`src/rtl/ps2_host_tx.sv`:
```
// rtl/ps2_host_tx.sv - PS/2 host-to-device byte transmitter (optional watchdog: PS2_HOST_TX_TIMEOUT_EN)
`timescale 1ns/1ps
module ps2_host_tx #(
  parameter int CLKFREQ    = 28000000,
  parameter int INHIBIT_US = 100,
  parameter int FILTER_LEN = 8
) (
  input  logic       clk,
  input  logic       rst_n,
  input  logic [7:0] data,
  input  logic       dataload,
  input  logic       ps2clk_in,
  input  logic       ps2data_in,
  output logic       ps2clk_oe,
  output logic       ps2data_oe,
  output logic       ps2busy,
  output logic       ps2error
);

  localparam logic [23:0] INHIBIT_CYC = 24'(CLKFREQ / 1000000 * INHIBIT_US);
  localparam int          FW          = $clog2(FILTER_LEN + 1);
`ifdef PS2_HOST_TX_TIMEOUT_EN
  localparam logic [23:0] TIMEOUT_CYC = 24'(CLKFREQ / 1000 * 15);
`endif

  typedef enum logic [2:0] {IDLE, INHIBIT, REQ, SEND, ACK, WAIT_IDLE} state_t;

  state_t        state, state_n;
  logic [23:0]   cnt, cnt_n;
  logic [3:0]    bit_idx, bit_n;
  logic [9:0]    frame, frame_n;     // {stop, parity, data[7:0]}
  logic          tx_oe, tx_n;        // level currently presented on the data line
  logic          err, err_n;
  logic [1:0]    rst_q;
  logic          rst_ok;
  logic [1:0]    s1, s2, filt;       // bit 0 = clock line, bit 1 = data line
  logic [FW-1:0] fcnt [2];
  logic          clk_fall;
`ifdef PS2_HOST_TX_TIMEOUT_EN
  logic [23:0]   wd, wd_n;
`endif

  // Reset release is re-timed so a strobe right after deassertion cannot start a frame
  always_ff @(posedge clk or negedge rst_n) begin
    if (!rst_n) rst_q <= 2'b00;
    else        rst_q <= {rst_q[0], 1'b1};
  end
  assign rst_ok = rst_q[1];

  // Two-flop synchronisers and glitch filters for both bus lines; idle bus reads high
  always_ff @(posedge clk or negedge rst_n) begin
    if (!rst_n) begin
      s1      <= 2'b11;
      s2      <= 2'b11;
      filt    <= 2'b11;
      fcnt[0] <= '0;
      fcnt[1] <= '0;
    end else begin
      s1 <= {ps2data_in, ps2clk_in};
      s2 <= s1;
      for (int i = 0; i < 2; i++) begin
        if (s2[i] == filt[i]) begin
          fcnt[i] <= '0;
        end else if (fcnt[i] == FW'(FILTER_LEN - 1)) begin
          filt[i] <= s2[i];
          fcnt[i] <= '0;
        end else begin
          fcnt[i] <= fcnt[i] + FW'(1);
        end
      end
    end
  end

  // Device clock falling edge: the filtered clock is about to flip from 1 to 0
  assign clk_fall = filt[0] & ~s2[0] & (fcnt[0] == FW'(FILTER_LEN - 1));

  // State and datapath registers
  always_ff @(posedge clk or negedge rst_n) begin
    if (!rst_n) begin
      state   <= IDLE;
      cnt     <= '0;
      bit_idx <= '0;
      frame   <= '0;
      tx_oe   <= 1'b0;
      err     <= 1'b0;
`ifdef PS2_HOST_TX_TIMEOUT_EN
      wd      <= '0;
`endif
    end else begin
      state   <= state_n;
      cnt     <= cnt_n;
      bit_idx <= bit_n;
      frame   <= frame_n;
      tx_oe   <= tx_n;
      err     <= err_n;
`ifdef PS2_HOST_TX_TIMEOUT_EN
      wd      <= wd_n;
`endif
    end
  end

  // Next-state logic and open-drain line controls
  always_comb begin
    state_n    = state;
    cnt_n      = cnt;
    bit_n      = bit_idx;
    frame_n    = frame;
    tx_n       = tx_oe;
    err_n      = err;
    ps2clk_oe  = 1'b0;
    ps2data_oe = 1'b0;
    ps2busy    = (state != IDLE);
    ps2error   = err;
    case (state)
      IDLE: begin
        cnt_n = '0;
        bit_n = '0;
        tx_n  = 1'b0;
        if (dataload && rst_ok) begin
          frame_n = {1'b1, ~^data, data};
          err_n   = 1'b0;
          state_n = INHIBIT;
        end
      end
      INHIBIT: begin
        ps2clk_oe = 1'b1;
        if (cnt == INHIBIT_CYC - 24'd1) begin
          cnt_n   = '0;
          state_n = REQ;
        end else begin
          cnt_n = cnt + 24'd1;
        end
      end
      REQ: begin
        ps2data_oe = 1'b1;                 // start bit while the clock is released
        tx_n       = 1'b1;
        bit_n      = '0;
        state_n    = SEND;
      end
      SEND: begin
        ps2data_oe = tx_oe;
        if (clk_fall) begin
          tx_n = ~frame[bit_idx];
          if (bit_idx == 4'd9) state_n = ACK;
          else                 bit_n   = bit_idx + 4'd1;
        end
      end
      ACK: begin
        ps2data_oe = tx_oe;
        if (clk_fall) begin
          err_n   = s2[1];                 // device must hold data low for the ack
          state_n = WAIT_IDLE;
        end
      end
      WAIT_IDLE: begin
        if (filt == 2'b11) state_n = IDLE;
      end
      default: state_n = IDLE;
    endcase
`ifdef PS2_HOST_TX_TIMEOUT_EN
    // Watchdog runs from the request-to-send until the bus returns to idle
    if (state == IDLE || state == INHIBIT) begin
      wd_n = '0;
    end else if (wd == TIMEOUT_CYC - 24'd1) begin
      wd_n    = '0;
      err_n   = 1'b1;
      state_n = IDLE;
    end else begin
      wd_n = wd + 24'd1;
    end
`endif
  end

endmodule
```
`config.mk`:
```
export PLATFORM = sky130hd
export DESIGN_NAME = ps2_host_tx
export DESIGN_NICKNAME = d
export VERILOG_FILES = /design/src/rtl/ps2_host_tx.sv
export SDC_FILE = /design/constraint.sdc
export NUM_CORES = 1
export LEC_CHECK = 0
export BUFFER_PORTS_ARGS = -buffer_cell sky130_fd_sc_hd__buf_2
export CORE_MARGIN = 3
export CORE_UTILIZATION = 34
export DETAILED_ROUTE_END_ITERATION = 16
export HOLD_SLACK_MARGIN = 0.02
export PLACE_DENSITY_LB_ADDON = 0.05
export SLEW_MARGIN = 20
export SYNTH_ARGS = -nofsm -noshare
export SYNTH_HDL_FRONTEND = slang
export SYNTH_SLANG_ARGS = --single-unit
```
`constraint.sdc`:
```
create_clock -name clk -period 2.5 [get_ports clk]
set_input_delay 0.125 -clock clk [delete_from_list [all_inputs] [get_ports clk]]
set_output_delay 0.125 -clock clk [all_outputs]
set_load 0.005 [all_outputs]
```
==> results.txt <==
----------------------------------------------------
[Job]
  Max_cap viols ... 0

[Drt]
  Final Routed Wirelength ... just over 7000 um
  Number of iterations in the first detailed-routing pass ... 4
  Detailed-route via count ... approximately 2400
  Remaining antenna violation count ... 0
  Number of remaining DRC errors ... 0
  DRT iter0 DRCs ... 100
  Routed via count divided by cell count ... between 5 and 6
  Average wire per standard cell ... 15.3 um

[Critical path]
  Maximum fanout along the worst path ... 5
  Endpoint type of the worst setup path ... flop
  Required time reported for the critical path endpoint ... 2.73 ns
  Setup crit start kind ... flop
  Critical path class ... flop to flop
  CP Data Arrival Time ... around 2.2 ns

[Clock network]
  CTS Root Buffer Type ... clkbuf_8
  Number of clock sinks ... between 50 and 60
  Clock buffer count from CTS ... 9
  H-Tree Depth ... 3
  Clock Latency Late Sink ... between 0.3 and 0.4 ns
  TritonCTS clock tree ... yes
  Bufs on Longest Clock Path ... 2
  Gates resized, CTS repair ... 0
  Clk pin slew, worst setup/hold paths ... 0.07 ns

[Floorplanning]
  Row Count ... 34
  IO Pins ... 17
  DIE HEIGHT ... 103 um
  Core Region ... approximately 8900 um^2
  Area of the die ... approximately 11000 um^2
  Die Wd ... between 100 and 150 um
  Initial core utilization ... between 30 and 40%

[Logic synthesis]
  EDFF count, synth ... 0
  Avg Inst Size Synth ... just under 10 um^2
  Distinct cell type count after synthesis ... 57
  Ys flop type ... dfrtp_1
  Seq/Total Area, Yosys ... a little under half
  Net count after synthesis ... ~350
  Synth Register Bits ... 59
  Instance count of the mapped netlist ... 328
  Synth warn ... 0
  Combined area of all synthesized cells ... around 3200 um^2
  Async S/R FF share, synth ... 100%

[STA]
  Clock period minus worst slack ... 2.01 ns
  Final Max Slew Viols ... 0
  Final Skew ... roughly 0.012 ns
  Relative max-transition margin ... between 60% and 70%
  Hold Fails Final Rpt ... 0
  Final worst path period share ... about four fifths
  Final-layout worst hold slack ... 0.0492 ns
  Sum of negative setup slack ... 0 ns
  Slew at the pin closest to its max-slew limit ... around 0.54 ns
  Finish-stage setup viols ... 0
  Highest clock rate ... just under 0.5 GHz
  Setup repair after global routing missed its margin ... no

[Power]
  Combinational power share ... around 14%
  Power per cell area ... 678 nW/um^2
  Share of total power in the clock network ... between 30% and 40%
  Part of the power in registers ... about half
  Peak VDD IR ... around 320 uV
  Power spent charging and discharging nets ... about 660 uW
  Switching part of the total power ... about 27%
  Internal power summed over all cells ... between 1.5 and 2 mW
  Total leakage power ... 1.57 nW

[Layout]
  Nets ... ~370
  Sequential cell area ... about 1500 um^2
  Antenna Cells ... 0
  Commonest non-fill, non-tap cell in the layout ... dfrtp_1
  Area taken by multi-input logic gates ... about 1600 um^2
  Final core utilization ... between 40% and 50%
  Post-Layout Cell Count ... 461
  Number of fill cells in the layout ... around 880
  Fraction of layout cells with a size suffix above 1 ... between 10% and 20%
  Commonest cells after routing, fill and taps aside ... dfrtp_1 (53), nand2_1 (40), nor2_1 (27), o21ai_0 (17), buf_2 (16)
  Area growth from synthesis to layout ... 13.2%

[Place]
  Half-perimeter wire length after placement ... between 4000 and 5000 um
  Buffers on Ports ... 16
  Dpl cells ... 441
  RePlAce Congestion ... approximately 0.75

[Global routing]
  GR Overflow Total ... 0
  Maximum number of pins on one net before global-route repair ... 60
  Wire length of the first global-routing pass ... about 12000 um
  Number of global-route vias before repair ... about 2300
  Total Routing Usage GR ... between 10% and 20%
  Initial antenna violation count ... 0

[Min path]
  Kind of path behind the tightest hold check ... input pin to flop

[Outcome]
  Run status ... finished, final reports clean

----------------------------------------------------
-- state kept, by name, summed over array words and instances, names as in the netlist --
name / cells
cnt: 24
frame: 10
fcnt: 8
bit_idx: 4
state: 3
filt: 2
rst_q: 2
s1: 2
s2: 2
ps2error: 1
tx_oe: 1
-- what timing repair did --
item | in CTS | in global routing
hold buffers | 3 | 1
hold endpoints to repair | 55 | 1
setup buffers | 0 | 0
-- per-layer routing --
| metal | vias to the layer above | global-route usage, % | wire length (um) |
|---|---|---|---|
| met5 | - | 0 | 0 |
| met4 | 0 | 4.78 | 74 |
| met3 | 8 | 4.67 | 244 |
| met2 | 39 | 21.7 | 3150 |
| met1 | 1166 | 21.1 | 3580 |
| li1 | 1226 | - | - |
-- cells in the mapped netlist (3+ instances only) --
master | n | share of area [%]
mux2i_1 | 12 | 3.8
nor4_1 | 5 | 0.98
buf_2 | 3 | 0.47
inv_1 | 8 | 0.94
o21ai_0 | 17 | 2.7
a22o_1 | 6 | 1.6
mux2_2 | 11 | 3.9
ha_1 | 6 | 2.4
clkbuf_1 | 12 | 1.4
nor3_1 | 11 | 1.7
o21ai_1 | 10 | 1.6
dfrtp_1 | 53 | 42
nand2_1 | 40 | 4.7
nor2b_1 | 3 | 0.59
a21oi_1 | 8 | 1.3
dfstp_2 | 6 | 4.9
nor2_1 | 27 | 3.2
or2_2 | 4 | 0.79
o31ai_1 | 3 | 0.71
nand3_1 | 14 | 2.2
and3_1 | 5 | 0.98
nand4_1 | 9 | 1.8
xnor2_1 | 10 | 2.7
-- power by group through the flow --
| stage | registers [mW] | logic, mW | clock network (mW) |
|---|---|---|---|
| after CTS | 1.25 | 0.348 | 0.889 |
| after global routing | 1.27 | 0.403 | 0.942 |
| after global placement | 1.26 | 0.339 | 0 |
| after detailed placement | 1.26 | 0.339 | 0 |
| after floorplan | 1.20 | 0.298 | 0 |
| final | 1.25 | 0.344 | 0.852 |
-- logic make-up after synthesis --
| kind of cell | after synthesis | synth area share, % |
|---|---|---|
| and+or+nand+nor | 140 | 23.3 |
| AOI/OAI and AO/OA | 62 | 12.5 |
| DFF | 59 | 46.6 |
| muxes | 25 | 9.07 |
| buffers and inverters | 25 | 3.42 |
| xor gates and xnor gates | 10 | 2.75 |
| adders and majority gates | 6 | 2.36 |
| other | 1 | 0.118 |
-- stage by stage --
stage	instance area (um^2)	power [mW]	setup slack (ns)
after floorplan	3190	1.50	0.694
after global placement	3380	1.60	0.484
after detailed placement	3380	1.60	0.493
after CTS	3600	2.48	0.473
after global routing	3610	2.62	0.312
final	3610	2.44	0.489
-- worst max-delay path, stage by stage, from the launching register on --
cell and delay, ns:
dfrtp_1 0.40, ha_1 0.23, nand3_1 0.21, or4_4 0.62, o21ai_0 0.16, o31ai_1 0.09, a22o_1 0.20
-- final cells by class --
type	instances	area share, %
clock buffers	14	4.23
clock inverters	2	0.971
inverters	8	0.832
multi-input cells	244	44.2
flip-flops and latches	59	41.1
well taps	108	3.75
repair buffers	26	4.93
-- final timing paths --
path | startpoint | to | slack, ns | cells after the start
max | cnt[0] | cnt[20] | 0.49 | 6
min reg2reg | rst_q[0] | rst_q[1] | 0.35 | 0
min in group asynchronous | rst_n | fcnt[5] | 0.33 | 3
min | data[3] | frame[3] | 0.05 | 2
max reg2reg | cnt[0] | cnt[20] | 0.49 | 6
max in group asynchronous | rst_n | filt[1] | 1.86 | 3
Note: power is estimated with default switching activity, not from simulation.
